===== config.mk =====
export PLATFORM = sky130hd
export DESIGN_NAME = hazard_stall_ctrl
export DESIGN_NICKNAME = d
export VERILOG_FILES = /design/src/rtl/hazard_stall_ctrl_pkg.sv /design/src/rtl/hazard_stall_ctrl_md_busy_timer.sv /design/src/rtl/hazard_stall_ctrl.sv
export SDC_FILE = /design/constraint.sdc
export NUM_CORES = 1
export LEC_CHECK = 0
export CORE_ASPECT_RATIO = 0.75
export CORE_MARGIN = 2
export CORE_UTILIZATION = 46
export CTS_BUF_LIST = sky130_fd_sc_hd__clkbuf_4
export DETAILED_ROUTE_END_ITERATION = 16
export GPL_TIMING_DRIVEN = 0
export PLACE_DENSITY_LB_ADDON = 0.1
export SYNTH_ARGS = -nofsm -noshare
export SYNTH_HDL_FRONTEND = slang
export SYNTH_SLANG_ARGS = --single-unit

===== constraint.sdc =====
create_clock -name clk -period 2.1 [get_ports clk]
set_input_delay 0.315 -clock clk [delete_from_list [all_inputs] [get_ports clk]]
set_output_delay 0.315 -clock clk [all_outputs]
set_load 0.01 [all_outputs]

===== src/rtl/hazard_stall_ctrl_pkg.sv =====
// Shared definitions for the pipeline sequencing controller: register/NOP constants,
// control modes and the per-mode decode of the pipeline-register enables.
package hazard_stall_ctrl_pkg;

    localparam logic [4:0]  ZERO_REG = 5'd0;
    localparam logic [31:0] NOP      = 32'h0000_0000;

    typedef enum logic [1:0] {CtlNormal, CtlStall, CtlFlush} ctl_mode_e;

    typedef enum logic {StRun, StMdBusy} md_state_e;

    typedef struct packed {
        logic pc_write;
        logic if_id_write;
        logic if_id_flush;
        logic id_ex_bubble;
        logic md_issue;
    } ctl_t;

    function automatic ctl_t ctl_decode(input ctl_mode_e mode, input logic md_op);
        ctl_t c;
        c = '{pc_write: 1'b1, if_id_write: 1'b1, if_id_flush: 1'b0,
              id_ex_bubble: 1'b0, md_issue: 1'b0};
        unique case (mode)
            CtlFlush: begin
                c.if_id_flush  = 1'b1;
                c.id_ex_bubble = 1'b1;
            end
            CtlStall: begin
                c.pc_write     = 1'b0;
                c.if_id_write  = 1'b0;
                c.id_ex_bubble = 1'b1;
            end
            default: c.md_issue = md_op;
        endcase
        return c;
    endfunction

endpackage


===== src/rtl/hazard_stall_ctrl_md_busy_timer.sv =====
// Mult/div occupancy timer: loads MD_LATENCY on issue and counts down to zero;
// busy while the count is non-zero. Stalls and flushes never pause it.
module md_busy_timer
    import hazard_stall_ctrl_pkg::*;
#(
    parameter int unsigned MD_LATENCY = 32,
    parameter int unsigned MD_CNT_W   = 6
) (
    input  logic clk,
    input  logic rst_n,
    input  logic load,
    output logic busy
);

    localparam logic [MD_CNT_W-1:0] LAT = MD_CNT_W'(MD_LATENCY);

    logic [MD_CNT_W-1:0] md_cnt_q, md_cnt_d;
    md_state_e           state;

    always_ff @(posedge clk) begin
        if (!rst_n) begin
            md_cnt_q <= '0;
        end else begin
            md_cnt_q <= md_cnt_d;
        end
    end

    always_comb begin
        state = (md_cnt_q != '0) ? StMdBusy : StRun;
    end

    // A load while busy cannot occur: the top stalls any mult/div until idle.
    always_comb begin
        md_cnt_d = md_cnt_q;
        unique case (state)
            StRun:    md_cnt_d = load ? LAT : '0;
            StMdBusy: md_cnt_d = md_cnt_q - MD_CNT_W'(1);
            default:  md_cnt_d = '0;
        endcase
    end

    always_comb begin
        busy = (state == StMdBusy);
    end

endmodule


===== src/rtl/hazard_stall_ctrl.sv =====
// Pipeline sequencing controller: load-use and mult/div hazard stalls, branch flush,
// mult/div busy tracking and a saturating stall-cycle counter.
module hazard_stall_ctrl
    import hazard_stall_ctrl_pkg::*;
#(
    parameter int unsigned MD_LATENCY  = 32,
    parameter int unsigned MD_CNT_W    = 6,
    parameter int unsigned STALL_CNT_W = 16
) (
    input  logic                   clk,
    input  logic                   rst_n,
    input  logic [4:0]             id_instr_rs,
    input  logic [4:0]             id_instr_rt,
    input  logic                   id_uses_rs,
    input  logic                   id_uses_rt,
    input  logic                   id_md_op,
    input  logic                   id_reads_hilo,
    input  logic                   id_ex_mem_read,
    input  logic [4:0]             id_ex_write_reg_addr,
    input  logic                   ex_branch_taken,
    output logic                   pc_write,
    output logic                   if_id_write,
    output logic                   if_id_flush,
    output logic                   id_ex_bubble,
    output logic                   md_issue,
    output logic                   md_busy,
    output logic [STALL_CNT_W-1:0] stall_cycles
);

    logic                   lu_haz, md_haz, stall;
    ctl_mode_e              mode;
    ctl_t                   ctl;
    logic [STALL_CNT_W-1:0] stall_cnt_q, stall_cnt_d;

    always_comb begin
        lu_haz = id_ex_mem_read && (id_ex_write_reg_addr != ZERO_REG)
                 && ((id_uses_rs && (id_ex_write_reg_addr == id_instr_rs))
                     || (id_uses_rt && (id_ex_write_reg_addr == id_instr_rt)));
        md_haz = md_busy && (id_md_op || id_reads_hilo);
        stall  = !ex_branch_taken && (lu_haz || md_haz);

        if (ex_branch_taken) begin
            mode = CtlFlush;
        end else if (stall) begin
            mode = CtlStall;
        end else begin
            mode = CtlNormal;
        end

        ctl          = ctl_decode(mode, id_md_op);
        pc_write     = ctl.pc_write;
        if_id_write  = ctl.if_id_write;
        if_id_flush  = ctl.if_id_flush;
        id_ex_bubble = ctl.id_ex_bubble;
        md_issue     = ctl.md_issue;
    end

    md_busy_timer #(
        .MD_LATENCY (MD_LATENCY),
        .MD_CNT_W   (MD_CNT_W)
    ) u_md_busy_timer (
        .clk   (clk),
        .rst_n (rst_n),
        .load  (md_issue),
        .busy  (md_busy)
    );

    always_comb begin
        stall_cnt_d = stall_cnt_q;
        if (stall && (stall_cnt_q != '1)) begin
            stall_cnt_d = stall_cnt_q + STALL_CNT_W'(1);
        end
    end

    always_ff @(posedge clk) begin
        if (!rst_n) begin
            stall_cnt_q <= '0;
        end else begin
            stall_cnt_q <= stall_cnt_d;
        end
    end

    assign stall_cycles = stall_cnt_q;

endmodule

**Yosys cells after proc, flatten, opt, wreduce, memory -nomap -nowiden**

Index checks and enable logic that the tools add are counted.

- Register bits after elaboration: 22
- Latch bits: 0
- RAM bits: 0
- ROM bits: 0
- Output and inout bits: 22
- Memories: 0

- Add/subtract/negate cells: 2
- $mul: 0
- Div/mod/pow operators: 0
- Order comparisons: 0
- Equal/unequal tests: 5
- Shift-type cells: 0
- Mux-type cells: 9
- Bitwise gates (word level): 1
- Reductions and logical operators: 14

Operators by type and width:

| cell | count |
|---|---|
| $add A16 B1 Y16 const B | 1 |
| $ne A16 B16 Y1 const B | 1 |
| $pmux W6 S2 | 1 |
| $eq A5 B5 Y1 | 2 |
| $logic_and A1 B1 Y1 | 7 |
| $mux W6 | 1 |
| $reduce_bool A6 Y1 | 1 |
| $sub A6 B1 Y6 const B | 1 |
| $mux W1 | 5 |
| $reduce_bool A5 Y1 | 1 |
| $mux W2 | 2 |
| $logic_or A1 B1 Y1 | 3 |
| $eq A2 B1 Y1 const B | 1 |
| $eq A2 B2 Y1 const B | 1 |
| $reduce_or A2 Y1 | 1 |
| $logic_not A1 Y1 | 1 |
| $not A1 Y1 | 1 |

**Depth between registers and ports, before layout**

- Depth in word-level cells: 13
- Gate-level depth with buffers: 9
- Depth with buffers taken out: 7

**Cells and area by module**

From an unflattened synthesis, not the netlist that was laid out.

- Cell total of the unflattened synthesis: 150
- Area total of the unflattened synthesis: 1387.6 µm²

By module, submodules not included:

| module | instances | cells each | area an instance (µm²) |
|---|---|---|---|
| hazard_stall_ctrl | 1 | 121 | 1089.8 |
| md_busy_timer | 1 | 29 | 297.8 |

**Worst setup path before layout**

No wires, ideal clock.

- Path type: register to register
- Start point: register stall_cnt_q[0] (netlist: stall_cycles[0])
- End point: register stall_cnt_q[14] (netlist: stall_cycles[14])
- Arrival: 1946 ps
- Required time: 2030 ps
- Path slack: 85 ps
- Cell stages (with the launch flop): 8
- Buffers on the path: 0
- Clock period less this slack: 2015 ps
- Cell sequence: dfxtp_1 -> ha_1 -> and3_1 -> and3_2 -> nand2b_2 -> or3_4 -> or4_1 -> a21oi_1

- Cells in the longest elaborated chain, start to end: 2
- Elaborated cells on any way between the ends: 3
- Classes of those cells: add/sub (1); eq/ne (1); reduce/logical (1)

Ends and longest elaborated chain:

| what | RTL line | RTL |
|---|---|---|
| start, declared | hazard_stall_ctrl.sv:33 | `logic [STALL_CNT_W-1:0] stall_cnt_q, stall_cnt_d;` |
| start signal, assigned | hazard_stall_ctrl.sv:79 | `stall_cnt_q <= stall_cnt_d;` |
| parallel branches: the longest is 2 deep, another holds $add A16 B1 Y16 | n/a |  |

Several ways; the timed one is not identified.
A chain may end at the register's enable or synchronous reset.

**Worst setup path after layout**

- Start point: input port id_instr_rs[1]
- End point: output port pc_write

- Cells in the longest elaborated chain, start to end: 10

Ends and longest elaborated chain:

| what | RTL line | RTL |
|---|---|---|
| start, declared | hazard_stall_ctrl.sv:12 | `input logic [4:0] id_instr_rs,` |
| $eq A5 B5 Y1 | hazard_stall_ctrl.sv:37 | `&& ((id_uses_rs && (id_ex_write_reg_addr == id_instr_rs))` |
| $logic_and A1 B1 Y1 | hazard_stall_ctrl.sv:37 |  |
| $logic_or A1 B1 Y1 | hazard_stall_ctrl.sv:38 | `\|\| (id_uses_rt && (id_ex_write_reg_addr == id_instr_rt)));` |
| $logic_and A1 B1 Y1 | hazard_stall_ctrl.sv:37 |  |
| $logic_or A1 B1 Y1 | hazard_stall_ctrl.sv:40 | `stall = !ex_branch_taken && (lu_haz \|\| md_haz);` |
| $logic_and A1 B1 Y1 | hazard_stall_ctrl.sv:40 |  |
| $mux W1 | hazard_stall_ctrl.sv:44 | `end else if (stall) begin` |
| $mux W2 | hazard_stall_ctrl.sv:42 | `if (ex_branch_taken) begin` |
| $eq A2 B1 Y1 | hazard_stall_ctrl_pkg.sv:24 | `unique case (mode)` |
| $mux W2 | hazard_stall_ctrl_pkg.sv:24 |  |
| end, declared | hazard_stall_ctrl.sv:21 | `output logic pc_write,` |

Every way passes these cells.

==> flow_summary.toml <==
[status]
status = "finished with violations"
failed_checks = "setup timing"

[clocking]
clk_pin_slew_ns = 0.11
cts-root-buf = "clkbuf_4"
cts_made_buffers = 3
cts_num_sinks = 22
cts.htree.levels = 1
cts_tree = "yes"
clkLatencyLatePin_ns = 0.31
clockBufferDepth = 2

[min_path]
min_path_type = "reg2reg"

[timing]
min_period_ns = 2.101
fin_crit_sh = 1.001
skew_ns = 0.004963
drv_slew = 0
hold_viol = 0
worst_pin_slew_ns = 0.4768
relSlewSlack = 0.6821
rsz0062_at_grt = "yes"
max_freq_ghz = 0.4759
layout_setup_ws_ns = -0.001281
finalSetupViolCount = 1

[floorplanning]
core_area_um2 = 2603
start_util = 0.4788
die_w_um = 64.10
pin_count = 45
die_h_um = 49.08
rows = 16
die-area_um2 = 3146

[routing]
num_vias = 1309
drt_iter0_drc = 38
ant_nets = 0
routed_via_density = 5.387
routed_wl_um = 3332
drc_errors = 0
wl_per_cell_um = 13.71
dr.pass1.iters = 4

[layout]
fin_area_um2 = 1863
antenna_cells = 0
areaGrowthSynthToFinish_pct = 49.50
drive_gt1_frac = 0.1836
final_nets = 235

[global_routing]
grt_max_degree = 12
grt_use_total = 0.2163
grt_first_pass_wirelength_um = 5437
grt_pass1_vias = 1201
grt_overflow_total = 0
antenna_found_initial = 0

[power]
p_leak_nw = 0.6611
finalPower_mw = 1.320
p_per_area_nw_per_um2 = 708.7
peakVddDrop_mv = 0.5458

[synthesis]
synthTopCellsByArea = "dfxtp_1 (35%), xnor2_1 (8.4%), a21oi_1 (6.4%)"
yosysUniqueCellTypes = 34
synth_edf_count = 0
syn_nets = 180
ys_ff_latch = 22
synth_largest_area_cell = "dfxtp_1"
yosysTopAreaCellShare = 0.3534
avgSynthCellArea_um2 = 8.092
synthFlopType = "dfxtp_1"
yosysMostFrequentCell = "dfxtp_1"
syn_inst = 154
yosys-top-cells-count = "dfxtp_1 (22), nand2_1 (17), a21oi_1 (16)"
yosysWarnings = 0
synth.cell_area_um2 = 1246
synthArstFlopShare = 0
synth-seq-area-share = 0.3534

[setup_path]
path_buf_inv = 5
critPathKind = "in2out"
path_max_fanout = 4
cp.arrival_ns = 1.79
cp_cell_sequence = "clkdlybuf4s50_1 > xnor2_1 > nand4_1 > o22ai_2 > buf_4 > a2bb2oi_4 > buf_8 > buf_4 > buf_6"
crit_required_ns = 1.78
start_kind = "input port"
cp_common_cell = "buf_4"
critPathSlowestCell = "clkdlybuf4s50_1"
cp_top_family = "buffers and inverters"
crit_path_end_kind = "output pin"
max_stage_delay_ns = 0.47

[job]
drv_cap = 0

[placed_design]
hpwlAfterDp_um = 2314
place_area_um2 = 1732
pre_cts_ws_ns = -0.9822
portBuffers = 44
gp_congestion = 0.8047
==> worst reg2reg max path, cell delays in order, from the launching register on <==
cell and delay (ns):
dfxtp_4 0.38, buf_4 0.12, and3_1 0.13, nand3_1 0.09
a211o_1 0.36, or4_1 0.43, or3_1 0.32, a21oi_1 0.13
==> metal layers <==
metal | wire, um | track usage | vias up
met4 | 17 | 0.03191 | 0
met1 | 1588 | 0.2861 | 605
met2 | 1533 | 0.3681 | 40
met5 | 0 | 0 | -
li1 | - | - | 660
met3 | 192 | 0.05081 | 4
==> sequential cells by signal (all words and copies together), names as in the netlist <==
| register | cells |
|---|---|
| u_md_busy_timer.md_cnt_q | 6 |
| stall_cycles | 16 |
==> metrics by stage <==
step | instances | util | hold slack, ns | setup TNS, ns
after detailed placement | 234 | 0.6654 | 0.4384 | -7.922
after floorplan | 154 | - | 0.4133 | 0
after global placement | 234 | 0.6654 | 0.4311 | -7.354
after CTS | 242 | 0.6942 | 0.4215 | -0.03556
final | 243 | 0.7159 | 0.4203 | -0.001281
after global routing | 243 | 0.7159 | 0.4452 | -0.08442
==> power by group <==
| part | leakage, nW | switching [mW] | total [mW] | internal (mW) |
|---|---|---|---|---|
| logic | 0.467 | 0.291 | 0.601 | 0.310 |
| registers | 0.181 | 0.0518 | 0.530 | 0.478 |
| clock network | 0.0138 | 0.123 | 0.190 | 0.0670 |
| total | 0.661 | 0.466 | 1.32 | 0.855 |
==> what timing repair did <==
item / CTS / global route
setup endpoints to repair: 10 / 12
resized for setup: 40 / 16
hold buffers: 0 / 0
setup buffers: 5 / 2
pin swaps: 9 / 5
==> cell usage in the layout (no fill, tap or decap), types with 4 or more instances in the layout <==
cell type        count
dfxtp_1             19
o21ai_1              4
or3_1                8
clkdlybuf4s50_1     30
or4_1                5
nand3_1              5
nor2_1               8
buf_2                5
inv_1                7
o31ai_1              5
buf_4                8
o21ai_0              4
nand4_1              4
nand2_1             17
xnor2_1             12
a21oi_1             14
==> kinds of logic (layout without fill, tap and decap cells) <==
kind of cell | count (synthesis) | after routing | synth area share
muxes | 3 | 3 | 0.02410
xor gates and xnor gates | 14 | 14 | 0.09840
buffers and inverters | 13 | 66 | 0.05021
DFF | 22 | 22 | 0.3534
adders and majority gates | 3 | 3 | 0.03012
and+or+nand+nor | 64 | 64 | 0.2841
AOI/OAI and AO/OA | 35 | 35 | 0.1597
==> cell type report <==
type                       instances  area, um2
buffer                             5      35.03
clock buffer                       3      22.52
fill                             224      739.5
inverter                           7      26.28
multi-input combinational        119      817.0
sequential                        22      449.2
tap                               36      45.04
timing repair buffer              51      467.9
==> path summary, 6_finish.rpt <==
path                                                  start                     endpoint  slack (ns)  cells after the start
worst max-delay path                         id_instr_rs[1]                     pc_write      -0.001                      9
worst min-delay path            u_md_busy_timer.md_cnt_q[0]  u_md_busy_timer.md_cnt_q[0]        0.42                      1
worst max register to register              stall_cycles[0]             stall_cycles[15]        0.07                      7
worst min register to register  u_md_busy_timer.md_cnt_q[0]  u_md_busy_timer.md_cnt_q[0]        0.42                      1
(Power assumes the default switching activity.)
